--- config.mk ---
export PLATFORM = sky130hd
export DESIGN_NAME = alu_mul_sequencer
export DESIGN_NICKNAME = d
export VERILOG_FILES = /design/src/rtl/alu_mul_sequencer.sv
export SDC_FILE = /design/constraint.sdc
export NUM_CORES = 1
export LEC_CHECK = 0
export ABC_AREA = 1
export BUFFER_PORTS_ARGS = -buffer_cell sky130_fd_sc_hd__buf_2
export CORE_MARGIN = 2
export CORE_UTILIZATION = 54
export DETAILED_ROUTE_END_ITERATION = 8
export HOLD_SLACK_MARGIN = 0.02
export PLACE_DENSITY = 0.8
export SKIP_LAST_GASP = 1
export SYNTH_ARGS = -nofsm -noshare
export SYNTH_HDL_FRONTEND = slang
export SYNTH_SLANG_ARGS = --single-unit
--- constraint.sdc ---
create_clock -name clk -period 2.2 [get_ports clk]
set_input_delay 0.44 -clock clk [delete_from_list [all_inputs] [get_ports clk]]
set_output_delay 0.44 -clock clk [all_outputs]
set_load 0.05 [all_outputs]
--- src/rtl/alu_mul_sequencer.sv ---
// alu_mul_sequencer
//
// Multi-cycle controller that drives a shared, purely combinational 16-bit
// Hack ALU for a single command requester. It runs one of two commands:
//   op 0 : one ALU pass using the caller's control bits
//   op 1 : 16x16 shift-and-add multiply (low 16 bits), built from ALU x+y
//
// Ports
//   clk, reset_n           clock, asynchronous active-low reset
//   cmd_valid/cmd_ready    command handshake
//   cmd_op, cmd_ctrl       command select, ALU control {zx,nx,zy,ny,f,no}
//   cmd_a, cmd_b           operand x / multiplicand, operand y / multiplier
//   res_valid/res_ready    result handshake
//   res_data/res_zr/res_ng result word and its zero / negative flags
//   busy                   high whenever the sequencer is not idle
//   alu_x/alu_y/alu_ctrl   operands and control driven to the ALU
//   alu_out/alu_zr/alu_ng  ALU result and flags, captured on the clock edge
//
// state | meaning
// ------+-------------------------------------------------------------
// IDLE  | ready for a command, ALU outputs parked at 0
// EXEC  | single ALU pass with caller operands and control
// ADD   | prod + mcand on the ALU, kept only when mplier[0] is set
// DBL   | mcand + mcand on the ALU, shift mplier, count the iteration
// DONE  | result held until the requester takes it

module alu_mul_sequencer #(
    parameter int MUL_ITERS = 16
) (
    input  logic        clk,
    input  logic        reset_n,
    input  logic        cmd_valid,
    output logic        cmd_ready,
    input  logic        cmd_op,
    input  logic [5:0]  cmd_ctrl,
    input  logic [15:0] cmd_a,
    input  logic [15:0] cmd_b,
    output logic        res_valid,
    input  logic        res_ready,
    output logic [15:0] res_data,
    output logic        res_zr,
    output logic        res_ng,
    output logic        busy,
    output logic [15:0] alu_x,
    output logic [15:0] alu_y,
    output logic [5:0]  alu_ctrl,
    input  logic [15:0] alu_out,
    input  logic        alu_zr,
    input  logic        alu_ng
);

    typedef enum logic [2:0] {
        S_IDLE,
        S_EXEC,
        S_ADD,
        S_DBL,
        S_DONE
    } state_t;

    localparam logic [5:0]  CTRL_ADD  = 6'b000010;
    localparam int          IW        = 5;
    localparam logic [IW-1:0] LAST_ITER = IW'(MUL_ITERS - 1);

    state_t        state;
    state_t        state_nx;

    logic [15:0]   opx_q;
    logic [15:0]   opy_q;
    logic [5:0]    ctrl_q;
    logic [15:0]   prod_q;
    logic [15:0]   mcand_q;
    logic [15:0]   mplier_q;
    logic [IW-1:0] iter_q;
    logic          last_iter;

    assign last_iter = (iter_q == LAST_ITER);

    always_ff @(posedge clk or negedge reset_n) begin
        if (!reset_n) begin
            state <= S_IDLE;
        end else begin
            state <= state_nx;
        end
    end

    // Handshake and ALU drive come only from the state and registered
    // operands, so cmd_ready/res_valid have no path from cmd_* or alu_*.
    always_comb begin
        state_nx  = state;
        cmd_ready = 1'b0;
        res_valid = 1'b0;
        busy      = 1'b1;
        alu_x     = 16'h0000;
        alu_y     = 16'h0000;
        alu_ctrl  = 6'b000000;
        case (state)
            S_IDLE: begin
                cmd_ready = 1'b1;
                busy      = 1'b0;
                if (cmd_valid) begin
                    state_nx = cmd_op ? S_ADD : S_EXEC;
                end
            end
            S_EXEC: begin
                alu_x    = opx_q;
                alu_y    = opy_q;
                alu_ctrl = ctrl_q;
                state_nx = S_DONE;
            end
            S_ADD: begin
                alu_x    = prod_q;
                alu_y    = mcand_q;
                alu_ctrl = CTRL_ADD;
                state_nx = S_DBL;
            end
            S_DBL: begin
                alu_x    = mcand_q;
                alu_y    = mcand_q;
                alu_ctrl = CTRL_ADD;
                state_nx = last_iter ? S_DONE : S_ADD;
            end
            S_DONE: begin
                res_valid = 1'b1;
                if (res_ready) begin
                    state_nx = S_IDLE;
                end
            end
            default: begin
                state_nx = S_IDLE;
            end
        endcase
    end

    always_ff @(posedge clk or negedge reset_n) begin
        if (!reset_n) begin
            opx_q    <= 16'h0000;
            opy_q    <= 16'h0000;
            ctrl_q   <= 6'b000000;
            prod_q   <= 16'h0000;
            mcand_q  <= 16'h0000;
            mplier_q <= 16'h0000;
            iter_q   <= '0;
            res_data <= 16'h0000;
            res_zr   <= 1'b0;
            res_ng   <= 1'b0;
        end else begin
            case (state)
                S_IDLE: begin
                    if (cmd_valid) begin
                        opx_q    <= cmd_a;
                        opy_q    <= cmd_b;
                        ctrl_q   <= cmd_ctrl;
                        prod_q   <= 16'h0000;
                        mcand_q  <= cmd_a;
                        mplier_q <= cmd_b;
                        iter_q   <= '0;
                    end
                end
                S_EXEC: begin
                    res_data <= alu_out;
                    res_zr   <= alu_zr;
                    res_ng   <= alu_ng;
                end
                S_ADD: begin
                    // The ALU cycle is spent even when the bit is clear so
                    // that latency does not depend on the multiplier.
                    if (mplier_q[0]) begin
                        prod_q <= alu_out;
                    end
                end
                S_DBL: begin
                    mcand_q  <= alu_out;
                    mplier_q <= mplier_q >> 1;
                    iter_q   <= iter_q + IW'(1);
                    if (last_iter) begin
                        res_data <= prod_q;
                        res_zr   <= (prod_q == 16'h0000);
                        res_ng   <= prod_q[15];
                    end
                end
                default: begin
                end
            endcase
        end
    end

endmodule

# Yosys cells after proc, flatten, opt, wreduce, memory -nomap -nowiden

Cells that the tools add are included.

Output and inout bits: 59
Word-level logic and storage cells: 58
Register bits after elaboration: 112

Muxes and demuxes: 26
Equal/unequal tests: 9
Add/sub/neg operators: 1
Reductions and logical operators: 11

Operators with widths:

| operator              | count |
|---|---|
| $pmux W16 S2          | 5 |
| $mux W16              | 5 |
| $pmux W16 S3          | 1 |
| $logic_not A16 Y1     | 1 |
| $pmux W3 S5           | 1 |
| $pmux W6 S2           | 1 |
| $pmux W5 S2           | 1 |
| $mux W3               | 3 |
| $ne A2 B2 Y1 const B  | 4 |
| $reduce_and A2 Y1     | 4 |
| $eq A3 B2 Y1 const B  | 2 |
| $reduce_bool A2 Y1    | 3 |
| $add A5 B1 Y5 const B | 1 |
| $eq A5 B4 Y1 const B  | 1 |
| $mux W1               | 5 |
| $mux W5               | 1 |
| $pmux W1 S2           | 2 |
| $eq A3 B1 Y1 const B  | 1 |
| $eq A3 B3 Y1 const B  | 1 |
| $logic_not A3 Y1      | 1 |
| $reduce_and A3 Y1     | 1 |
| $mux W2               | 1 |
| $reduce_or A2 Y1      | 1 |

# Logic depth before layout (Yosys ltp)

Gate-level depths: netlist of run 1.

Depth after elaboration: 3
Mapped depth: 11

# Least setup slack after synthesis of run 1

Ideal clock, no wire load.

Kind: register -> output
Start point: reg state[2]
End point: out alu_y[4]
Data required time: 1.760 ns
Cell stages (with the launch flop): 6
Path slack: -0.275 ns
Arrival: 2.035 ns
Buffers on the path: 2
Cell sequence: dfrtp_1 > inv_2 > nand3_1 > buf_2 > buf_2 > o21ai_0

Cells in the longest elaborated chain, start to end: 3

Ends and longest elaborated chain:

| element                           | RTL line | source |
|---|---|---|
| from (decl)                       | 64       | `state_t state;` |
| from (signal assigned)            | 82       | `state <= state_nx;` |
| $eq A3 B2 Y1                      | 96       | `case (state)` |
| $reduce_or A2 Y1 (no source line) | -        |  |
| $pmux W16 S2 *                    | 96       |  |
| to (decl)                         | 45       | `output logic [15:0] alu_y,` |

Mark *: on every way between the ends. The rest lies on a longest branch, timed or not.

# Final worst setup path of run 1

Start point: reg state[0]
End point: out res_valid

Cells in the longest elaborated chain, start to end: 2

Ends and longest elaborated chain:

| element      | RTL line | source |
|---|---|---|
| $eq A3 B3 Y1 | 96       |  |
| $mux W1      | 96       |  |
| to (decl)    | 38       | `output logic res_valid,` |

Every way passes these cells.

==> summary.md, run 1 <==
| Metric | Value |
|---|---|
| Status | finished clean |
| Layout cells sized above 1 | 24.2% |
| Initial antenna violation count | 0 |
| Vias per std cell | 5.34 |
| Synthesized flop and latch total | 112 |
| TNS Setup | 0 ns |
| CP bufs+invs | 2 |
| Via Count | 4724 |
| CTS tree | done |
| Crit end category | output port |
| Sequential-to-total area share from yosys stat | 54.6% |
| Core area | 0.00924 mm² |
| FMAX | 460 MHz |
| Syn_area_per_cell | 8.11 µm² |
| # DRC | 0 |
| Leak | 3.25 nW |
| Final Hold Violating Endpoints | 0 |
| Clock Latency Late Sink | 0.38 ns |
| Top delay family on crit path | buffers and inverters |
| GRT Util Overall | 27.4% |
| CTS root buffer | clkbuf_8 |
| Main synth FF type | dfrtp_1 |
| Hold Slack | 0.113 ns |
| DRT antenna net count | 0 |
| Post-layout nets | 814 |
| Row count | 35 |
| Relative slew slack | 60.7% |
| CTS max path bufs | 2 |
| Slowest stage cell on the critical path | dfrtp_2 |
| Largest net degree at the start of global routing | 113 |
| Clk slew on worst S/H paths | 0.10 ns |
| CTS Sinks | 112 |
| Power Density | 1620 mW/mm² |
| Total Power | 10.2 mW |
| RSZ-0062 raised after global routing | yes |
| Post-detailed-placement half-perimeter wirelength | 9.49 mm |
| Vias in the first global route | 4456 |
| Most common cell after layout, fill and taps aside | nand2_1 |
| Die area | 0.0103 mm² |
| Crit Path Max Fanout | 12 |
| Post-route cell area | 0.00632 mm² |
| Worst r2r src | iter_q[0] |
| Reg2Reg Depth | 10 |
| 1st-pass router iterations | 5 |
| Critical Path RT | 1.76 ns |
| 1st-iter DRT viols | 285 |
| CP Class | register to output port |
| Placed cell area | 0.00587 mm² |
| Placer Congestion | 0.906 |
| Final Skew | 0.0138 ns |
| Number of synthesized flops with an enable pin | 0 |
| Min cycle time layout | 2.17 ns |
| Final setup viols | 0 |
| Measured slew at the worst slew-check pin | 0.589 ns |
| Worst Hold Class | input port to asynchronous set/reset pin |
| MaxCap Viol Count | 0 |
| Highest-count cells in the layout ignoring fill and taps | nand2_1, dfrtp_1, buf_2 |
| IO Port Bufs | 119 |
| Die width | 102 µm |
| Number of diodes | 0 |
| H-tree levels | 3 |
| GRT Residual Overflow | 0 |
| Area Growth Syn to Fin | 23.1% |
| Initial core utilization | 55.6% |
| Peak supply drop | 1140 µV |
| Final slew viol count | 0 |
| Crit path depth | 4 |
| Syn_nets | 696 |
| Synthesis warning total | 0 |
| I/O pin count | 120 |
| DR WL/cell | 15.3 µm |
| Hold buffers post-CTS | 0 |
| Worst EP arrival | 1.73 ns |
| First-pass GRT wire length | 21.9 mm |
| Slowest stage delay, CP | 0.49 ns |
| Num CTS Buffers | 9 |
| Count of cell types in the netlist | 22 |
| Final period utilization | 98.7% |
| Netlist Area Pre-Place | 0.00514 mm² |
| Ys async rst share | 100% |
| Total wire length | 13.5 mm |
| Syn Inst Count | 633 |
| Chip Height | 102 µm |
| Crit-path cells | inv_2 > nand2_2 > nor2_1 > buf_2 |
| CP Launch Type | register |
| Worst Setup SP | state[0] |
[worst reg2reg max path, cell delays in order (launching register included)]
cell and delay, ns:
dfrtp_1 0.42, ha_1 0.23, nand2_1 0.10, nor2_1 0.05, ha_1 0.17, nand2_1 0.09
o21ai_0 0.11, nand2_1 0.16, clkinvlp_4 0.29, nand2_1 0.16, nand2_1 0.06
[layout make-up]
cell class              instances  area [µm²]
inverters                      69         265
clock inverters                 6        75.1
repair buffers                141         903
fillers                       735        2920
multi-input cells             418        1970
well taps                     129         161
flip-flops and latches        112        2810
clock buffers                  10         138
[final timing paths]
| path | end | slack, ns |
|---|---|---|
| min in group clk | ctrl_q[5] | 0.27 |
| max in group asynchronous | res_data[15] | 1.65 |
| setup / recovery | res_valid | 0.03 |
| hold reg to reg | res_data[1] | 0.50 |
| setup reg to reg | res_data[9] | 0.27 |
| hold / removal | ctrl_q[4] | 0.11 |
[logic make-up (layout without fill, tap and decap cells)]
| group | count (synthesis) | in the layout | synth area share [%] |
|---|---|---|---|
| AND/OR/NAND/NOR | 305 | 305 | 24.2 |
| flip-flops | 112 | 112 | 54.6 |
| AO/OA/AOI/OAI | 111 | 111 | 12.1 |
| buffers and inverters | 103 | 226 | 8.67 |
| adder cells (fa/ha/maj) | 2 | 2 | 0.487 |
[layer usage]
layer  vias up  track usage [%]  routed length [µm]
met4         0             9.67                 266
met1      2247             39.3                5920
met5         -                0                   0
met2       204             42.9                6380
met3        22             4.21                 931
li1       2251                -                   -
[power by group]
group          switching [mW]  internal [mW]  total, mW
combinational            3.91           1.54       5.46
sequential              0.500           2.98       3.48
clock                   0.721          0.576       1.30
total                    5.14           5.10       10.2
[cells in the mapped netlist, drive strengths merged, types with 2 or more instances]
cell type / instances / area share (%)
nand2: 225 / 17
inv: 68 / 5.0
ha: 2 / 0.49
o22ai: 5 / 0.61
nor2: 29 / 2.6
nand3: 51 / 5.0
o221ai: 16 / 2.7
o21ai: 86 / 8.4
clkbuf: 8 / 0.61
a21oi: 4 / 0.39
dfrtp: 112 / 55
buf: 26 / 3.0
[stage by stage]
step / worst slack (ns) / util (%) / cells
CTS: -0.00875 / 66.9 / 882
global route: -0.0328 / 68.4 / 885
finish: 0.0277 / 68.4 / 885
detailed placement: 0.206 / 63.5 / 863
global placement: 0.246 / 63.5 / 863
floorplan: -0.272 / - / 633
[timing repair]
item / 4_1_cts / 5_1_grt
setup buffers: 3 / 3
resized for setup: 27 / 29
pin swaps: 1 / 2
setup endpoints to repair: 20 / 34
hold endpoints to repair: 0 / 0
[registers in the layout, indices dropped and copies added, names as in the netlist]
name      cells
res_ng        1
mcand_q      16
ctrl_q        6
mplier_q     16
prod_q       16
state         3
res_zr        1
opx_q        16
opy_q        16
iter_q        5
res_data     16
No activity file was read; power rests on OpenSTA's default activity.
==> run 2, diff against run 1 <==
--- a/config.mk
+++ b/config.mk
@@ -12,6 +12,7 @@
 export DETAILED_ROUTE_END_ITERATION = 8
 export HOLD_SLACK_MARGIN = 0.02
 export PLACE_DENSITY = 0.8
+export RECOVER_POWER = 25
 export SKIP_LAST_GASP = 1
 export SYNTH_ARGS = -nofsm -noshare
 export SYNTH_HDL_FRONTEND = slang
==> summary.md, run 2 (synthesized netlist as in run 1, its figures left out) <==
| Metric | Value |
|---|---|
| Layout cells sized above 1 | 24.2% (unchanged) |
| Number of diodes | 0 (unchanged) |
| CTS root buffer | clkbuf_8 (unchanged) |
| 1st-iter DRT viols | 285 (unchanged) |
| Reg2Reg Depth | 10 (unchanged) |
| Final period utilization | 98.8% (was 98.7%) |
| Final slew viol count | 0 (unchanged) |
| H-tree levels | 3 (unchanged) |
| Power Density | 1620 mW/mm² (about the same) |
| Highest-count cells in the layout ignoring fill and taps | nand2_1, dfrtp_1, buf_2 (unchanged) |
| Vias in the first global route | 4456 (unchanged) |
| Largest net degree at the start of global routing | 113 (unchanged) |
| CTS Sinks | 112 (unchanged) |
| R2r setup slk | 0.27 ns (about the same) |
| Initial antenna violation count | 0 (unchanged) |
| 1st-pass router iterations | 5 (unchanged) |
| Row count | 35 (unchanged) |
| FMAX | 460 MHz (about the same) |
| Crit end category | output port (unchanged) |
| DR WL/cell | 15.2 µm (was 15.3 µm) |
| Core area | 0.00924 mm² (unchanged) |
| Slack of the critical path | 0.0272 ns (was 0.0277 ns) |
| Multi-input logic area | 0.00197 mm² (unchanged) |
| Critical Path RT | 1.76 ns (about the same) |
| Status | finished clean (unchanged) |
| Total Power | 10.2 mW (about the same) |
| Clk slew on worst S/H paths | 0.11 ns (was 0.10 ns) |
| GRT Residual Overflow | 0 (unchanged) |
| # DRC | 0 (unchanged) |
| Worst Hold Class | input port to register (was input port to asynchronous set/reset pin) |
| Hold Slack | 0.268 ns (was 0.113 ns) |
| Clock Latency Late Sink | 0.38 ns (about the same) |
| Final setup viols | 0 (unchanged) |
| Worst Setup SP | state[0] (unchanged) |
| Area Growth Syn to Fin | 22.9% (was 23.1%) |
| GRT Util Overall | 27.4% (unchanged) |
| Setup WS pre-CTS | 0.206 ns (unchanged) |
| Crit Path Max Fanout | 12 (unchanged) |
| Chip Height | 102 µm (unchanged) |
| Post-detailed-placement half-perimeter wirelength | 9.49 mm (unchanged) |
| Peak supply drop | 1140 µV (about the same) |
| Post-layout nets | 814 (unchanged) |
| RSZ-0062 raised after global routing | yes (unchanged) |
| TNS Setup | 0 ns (unchanged) |
| Vias per std cell | 5.34 (about the same) |
| End of the critical path | res_valid (unchanged) |
| Worst EP arrival | 1.73 ns (about the same) |
| Worst R2R End | res_data[9] (unchanged) |
| CTS tree | done (unchanged) |
| Placer Congestion | 0.906 (unchanged) |
| First-pass GRT wire length | 21.9 mm (unchanged) |
| Most common cell after layout, fill and taps aside | nand2_1 (unchanged) |
| Relative slew slack | 0.810% (was 60.7%) |
| Min cycle time layout | 2.17 ns (about the same) |
| Via Count | 4722 (was 4724) |
| Final Hold Violating Endpoints | 0 (unchanged) |
| # fillers | 737 (was 735) |
| CP Launch Type | register (unchanged) |
| Total wire length | 13.5 mm (about the same) |
| MaxCap Viol Count | 0 (unchanged) |
| Leak | 3.24 nW (was 3.25 nW) |
| I/O pin count | 120 (unchanged) |
| Initial core utilization | 55.6% (unchanged) |
| IO Port Bufs | 119 (unchanged) |
| Num CTS Buffers | 9 (unchanged) |
| Measured slew at the worst slew-check pin | 1.49 ns (was 0.589 ns) |
| Worst r2r src | iter_q[0] (unchanged) |
| Hold buffers post-CTS | 0 (unchanged) |
| DRT antenna net count | 0 (unchanged) |
| FF+latch area | 0.00281 mm² (unchanged) |
| Final Skew | 0.0138 ns (about the same) |
| Die area | 0.0103 mm² (unchanged) |
| CTS max path bufs | 2 (unchanged) |
| CP Class | register to output port (unchanged) |
| Die width | 102 µm (unchanged) |
| Hold depth | 3 |
[run 2: cell type report]
| class | instances | area share [%] |
|---|---|---|
| Timing Repair Buffer | 141 | 14.1 |
| Clock inverter | 6 | 1.19 |
| Sequential cell | 112 | 44.5 |
| Multi-Input combinational cell | 418 | 31.3 |
| Inverter | 69 | 4.20 |
| Clock buffer | 10 | 2.18 |
| Tap cell | 129 | 2.56 |
[run 2: repair_timing]
| item | CTS | global route |
|---|---|---|
| resized for setup | 27 | 29 |
| buffers inserted | 3 | 3 |
| pin swaps | 1 | 2 |
| setup endpoints to repair | 20 | 34 |
[run 2: where the power goes]
group | switching, mW | total [mW] | internal [mW]
Sequential | 0.501 | 3.48 | 2.98
Clock | 0.721 | 1.30 | 0.576
Combinational | 3.91 | 5.45 | 1.54
[run 2: critical path: stages (launching register included)]
cell and delay [ns]:
dfrtp_2 0.49, inv_2 0.27, nand2_2 0.13, nor2_1 0.17, buf_2 0.29
[run 2: layer usage]
metal | up-vias | share of wire, % | GRT usage, %
met4 | 0 | 2.0 | 9.67
met3 | 24 | 6.7 | 4.21
met2 | 201 | 47 | 42.9
met1 | 2246 | 44 | 39.3
met5 | - | 0 | 0
li1 | 2251 | - | -
[run 2: per-stage QoR]
step | util, % | instances | instance area (µm²)
6_report | 68.3 | 885 | 6310
5_1_grt | 68.3 | 885 | 6310
4_1_cts | 66.9 | 882 | 6180
3_5_place_dp | 63.5 | 863 | 5870
3_3_place_gp | 63.5 | 863 | 5870
2_1_floorplan | - | 633 | 5140
[run 2: worst min-delay path by stage]
stage,startpoint,to,slack [ns]
finish,cmd_ctrl[5],ctrl_q[5],0.27
global route,cmd_ctrl[3],ctrl_q[3],0.27
CTS,reset_n,mplier_q[6],0.15
detailed placement,res_data[9],res_data[9],0.46
global placement,mplier_q[15],mplier_q[15],0.46
floorplan,reset_n,ctrl_q[0],0.14
